### src/rtl/pattern_event_counter_pkg.sv
// Shared definitions for the pattern event counter: FSM state encoding and event bit indices.
package pattern_event_counter_pkg;

  typedef enum logic {
    StIdle  = 1'b0,
    StCount = 1'b1
  } state_e;

  localparam int unsigned Evt101 = 1;
  localparam int unsigned Evt010 = 0;

endpackage

### src/rtl/sat_counter.sv
// Saturating up-counter with synchronous clear; also exposes the value it would take on inc.
module sat_counter #(
  parameter int unsigned W = 8
) (
  input  logic         clock,
  input  logic         reset_n,
  input  logic         clear,
  input  logic         inc,
  output logic [W-1:0] q,
  output logic [W-1:0] q_next
);

  always_comb begin
    q_next = q;
    if (inc && (q != {W{1'b1}})) q_next = q + 1'b1;
  end

  always_ff @(posedge clock or negedge reset_n) begin
    if (!reset_n) begin
      q <= '0;
    end else if (clear) begin
      q <= '0;
    end else begin
      q <= q_next;
    end
  end

endmodule

### src/rtl/pattern_event_counter.sv
// Counts "101"/"010" detector events over fixed windows and publishes each window as a
// report through a valid/ready handshake; partial windows are flushed when enable drops.
module pattern_event_counter
  import pattern_event_counter_pkg::*;
#(
  parameter int unsigned WINDOW = 16,
  parameter int unsigned CNT_W  = 8,
  parameter int unsigned LEN_W  = 5
) (
  input  logic             clock,
  input  logic             reset_n,
  input  logic             enable,
  input  logic [1:0]       evt,
  input  logic             rpt_ready,
  output logic             rpt_valid,
  output logic [CNT_W-1:0] rpt_cnt101,
  output logic [CNT_W-1:0] rpt_cnt010,
  output logic [LEN_W-1:0] rpt_len,
  output logic             rpt_overrun
);

  state_e             state;
  logic [LEN_W-1:0]   win;
  logic [CNT_W-1:0]   cnt_a, cnt_a_next, cnt_b, cnt_b_next;
  logic               count_en, full_snap, part_snap, clear;

  assign count_en  = (state == StCount) && enable;
  assign full_snap = count_en && (win == LEN_W'(WINDOW - 1));
  // A flush covers only cycles already counted; the cycle enable drops is excluded.
  assign part_snap = (state == StCount) && !enable && (win != '0);
  assign clear     = !count_en || full_snap;

  sat_counter #(.W(CNT_W)) u_cnt_101 (
    .clock  (clock),
    .reset_n(reset_n),
    .clear  (clear),
    .inc    (count_en && evt[Evt101]),
    .q      (cnt_a),
    .q_next (cnt_a_next)
  );

  sat_counter #(.W(CNT_W)) u_cnt_010 (
    .clock  (clock),
    .reset_n(reset_n),
    .clear  (clear),
    .inc    (count_en && evt[Evt010]),
    .q      (cnt_b),
    .q_next (cnt_b_next)
  );

  always_ff @(posedge clock or negedge reset_n) begin
    if (!reset_n) begin
      state       <= StIdle;
      win         <= '0;
      rpt_valid   <= 1'b0;
      rpt_cnt101  <= '0;
      rpt_cnt010  <= '0;
      rpt_len     <= '0;
      rpt_overrun <= 1'b0;
    end else begin
      case (state)
        StIdle:  if (enable) state <= StCount;
        StCount: if (!enable) state <= StIdle;
        default: state <= StIdle;
      endcase

      if (count_en && !full_snap) win <= win + 1'b1;
      else                        win <= '0;

      if (full_snap || part_snap) begin
        rpt_valid   <= 1'b1;
        rpt_cnt101  <= full_snap ? cnt_a_next : cnt_a;
        rpt_cnt010  <= full_snap ? cnt_b_next : cnt_b;
        rpt_len     <= full_snap ? LEN_W'(WINDOW) : win;
        rpt_overrun <= rpt_valid && !rpt_ready;
      end else if (rpt_valid && rpt_ready) begin
        rpt_valid <= 1'b0;
      end
    end
  end

endmodule

### config.mk
export PLATFORM = sky130hd
export DESIGN_NAME = pattern_event_counter
export DESIGN_NICKNAME = d
export VERILOG_FILES = /design/src/rtl/pattern_event_counter_pkg.sv /design/src/rtl/sat_counter.sv /design/src/rtl/pattern_event_counter.sv
export SDC_FILE = /design/constraint.sdc
export NUM_CORES = 1
export LEC_CHECK = 0
export CORE_MARGIN = 8
export CORE_UTILIZATION = 55
export DETAILED_ROUTE_END_ITERATION = 16
export PLACE_DENSITY = 0.89
export SLEW_MARGIN = 20
export SYNTH_ARGS = -nofsm -noshare
export SYNTH_HDL_FRONTEND = slang
export SYNTH_SLANG_ARGS = --single-unit
### constraint.sdc
create_clock -name clock -period 2.4 [get_ports clock]
set_input_delay 0.36 -clock clock [delete_from_list [all_inputs] [get_ports clock]]
set_output_delay 0.36 -clock clock [all_outputs]
set_load 0.05 [all_outputs]
==> impl_metrics.csv <==
group,metric,value,unit
outcome,outcome,"finished clean",
yosys,synth_cell_types,52,
yosys,syn_area_per_cell,9.92,um^2
timing,setup_ws,0.307,ns
yosys,yosysWarnings,0,
min_path,hp-class,"flip-flop to flip-flop",
floorplan,rows,24,
drt,drt_iter0_drc,113,
floorplan,fp.coreArea,4290,um^2
yosys,yosysMostFrequentCell,"dfrtp_1",
min_path,min_from,"rpt_overrun",
global_route,grt_antenna_before_repair,0,
final_layout,drive_gt1_frac,0.106,
final_layout,multiInputGateArea,1150,um^2
floorplan,pin_count,29,
power_and_ir_drop,p_per_area,574,nW/um^2
floorplan,die_h,82.3,um
drt,num_vias,1928,
yosys,synth_area_leaders,"dfrtp_1 47%, nor2_1 4.0%, nand2_1 3.9%",
final_layout,nets,284,
worst_setup_path,cp_slowest_cell,"dfrtp_1",
final_layout,seqCellArea,1130,um^2
yosys,synth_ff_type,"dfrtp_1",
floorplan,dieArea,6780,um^2
final_layout,diodes,0,
worst_setup_path,required,2.62,ns
final_layout,area_growth,15.8,%
timing,fin_crit_sh,0.872,
worst_setup_path,crit_type,"flip-flop to flip-flop",
power_and_ir_drop,leakagePower,0.00118,uW
timing,setup_viol,0,
timing,min_period,2.09,ns
global_route,grt-ovfl-total,0,
global_route,use_met2,0.255,
worst_setup_path,startpoint,"win[0]",
place,hpwlAfterDp,3640,um
place,gp_congestion,0.852,
global_route,use_met1,0.223,
global_route,grt.total_usage,0.167,
drt,ant_nets,0,
worst_setup_path,worstSetupEndpointType,"flip-flop",
clocking,post_cts_resized,0,
drt,routedWlPerCell,15.6,um
global_route,grt_max_degree,30,
timing,timing.hold.ws,0.476,ns
drt,drc_errors,0,
worst_setup_path,worstPathCellList,"ha_1 -> and3_2 -> ha_1 -> and3_2 -> a21oi_4 -> a222oi_1 -> o21ai_1",
drt,drtPass1Iterations,4,
floorplan,die_w,82.3,um
timing,fmax,0.478,GHz
yosys,synth_seq_cells,45,
drt,routed_wirelength,5080,um
timing,fin_setup_tns,0,ns
clocking,cts_tree,"built",
global_route,use_met3,0.0444,
timing,skew,0.00565,ns
yosys,ys_seq_area_frac,0.465,
global_route,grt_pass1_vias,1876,
worst_setup_path,rr_startpoint,"win[0]",
timing,rsz0062_at_grt,"no",
yosys,synth_top_cell_area_share,0.465,
clocking,cts.htree.levels,2,
yosys,synth_cells,244,
worst_setup_path,arrival,2.31,ns
clocking,cts_sinks,45,
global_route,grt_busiest_layer,"met2",
final_layout,finalCoreUtilization,0.653,
yosys,syn_nets,255,
final_layout,fillCellCount,349,
worst_setup_path,critPathLaunchType,"flip-flop",
yosys,yosysTopAreaCell,"dfrtp_1",
clocking,clk_pin_slew,0.08,ns
place,dpl_worst_slack,0.206,ns
floorplan,initial_utilization,0.564,
power_and_ir_drop,totalPowerFinal,1610,uW
timing,tightestPinTransition,0.508,ns
worst_setup_path,max_stage_delay,0.43,ns
place,io_buffers,28,
global_route,grt_pass1_wl,8870,um
timing,slew_headroom,0.660,
timing,final_max_slew_viol_count,0,
clocking,insertion_delay,0.30,ns
drt,vias_per_cell,5.91,
yosys,async_flop_share,1.00,
clocking,cts_root_buf,"clkbuf_8",
clocking,cts-buffers-inserted,5,
worst_setup_path,path_max_fanout,13,
clocking,clk_path_buf_depth,2,
timing,finalHoldViolCount,0,
yosys,syn-cell-area,2420,um^2
yosys,synth_common_cells,"45 x dfrtp_1, 26 x nor2_1, 25 x nand2_1",
power_and_ir_drop,peakVddDrop,0.384,mV
yosys,synth_edf_count,0,
job,cap_violations,0,
registers in the layout (all words and copies together), names as in the netlist:
signal,count
rpt_cnt010,8
rpt_cnt101,8
u_cnt_010.q,8
u_cnt_101.q,8
rpt_len,5
win,5
rpt_overrun,1
rpt_valid,1
state,1
kinds of logic after synthesis:
group,after synthesis,share of synthesized area
adders and majority gates,5,0.0259
DFF,45,0.465
AOI/OAI and AO/OA,49,0.161
xor gates and xnor gates,11,0.0398
and+or+nand+nor,109,0.242
muxes,2,0.00827
buffers and inverters,23,0.0579
worst paths after layout:
check	cells past startpoint	to	slack [ns]
setup / recovery	7	rpt_cnt010[1]	0.31
hold / removal	2	rpt_overrun	0.48
setup reg to reg	7	rpt_cnt010[1]	0.31
hold reg to reg	2	rpt_overrun	0.48
max in group asynchronous	3	u_cnt_010.q[1]	1.20
min in group asynchronous	2	rpt_cnt101[4]	0.50
cell usage in the layout, fill, tap and decap left out, types with 3 or more instances in the layout:
| cell | instances |
|---|---|
| dfrtp_1 | 45 |
| clkdlybuf4s50_1 | 27 |
| nor2_1 | 26 |
| nand2_1 | 25 |
| nand3_1 | 14 |
| nor3_1 | 10 |
| inv_1 | 8 |
| o21ai_0 | 8 |
| buf_4 | 8 |
| or3_1 | 7 |
| a21oi_1 | 7 |
| xor2_1 | 6 |
| nand4_1 | 5 |
| xnor2_1 | 5 |
| ha_1 | 5 |
| clkbuf_8 | 5 |
| a22oi_1 | 4 |
| a32oi_1 | 4 |
| and3_1 | 3 |
| o211ai_1 | 3 |
| a2bb2oi_1 | 3 |
per-stage QoR:
step	cells	area, um^2
detailed placement	317	2710
finish	326	2800
global placement	317	2710
floorplan	244	2420
CTS	326	2800
global route	326	2800
cell type report:
| cell class | instances | area share |
|---|---|---|
| multi-input cells | 176 | 0.412 |
| clock inverters | 2 | 0.00357 |
| repair buffers | 37 | 0.123 |
| flip-flops and latches | 45 | 0.402 |
| clock buffers | 6 | 0.0259 |
| well taps | 52 | 0.0232 |
| inverters | 8 | 0.0107 |
worst max-delay path, delay by kind of cell (launching register included):
| kind | cells | cell delay [ns] |
|---|---|---|
| simple gates | 2 | 0.49 |
| flops | 1 | 0.43 |
| compound gates | 3 | 0.65 |
| fa+ha+maj | 2 | 0.44 |
power breakdown:
part / leakage (uW) / switching, uW / total [uW] / internal [uW]
logic: 0.000528 / 218 / 336 / 118
clock network: 0.0000450 / 246 / 447 / 202
registers: 0.000609 / 28.9 / 827 / 798
repair_timing:
item,in CTS,in global routing
hold buffers,1,0
hold endpoints to repair,16,0
buffers inserted,0,0
routing by layer:
layer	routed length [um]	vias to the layer above	share of wire
li1	-	936	-
met2	2370	56	0.47
met3	383	11	0.075
met1	2240	925	0.44
met4	80	0	0.016
met5	0	-	0
(Power assumes the default switching activity.)
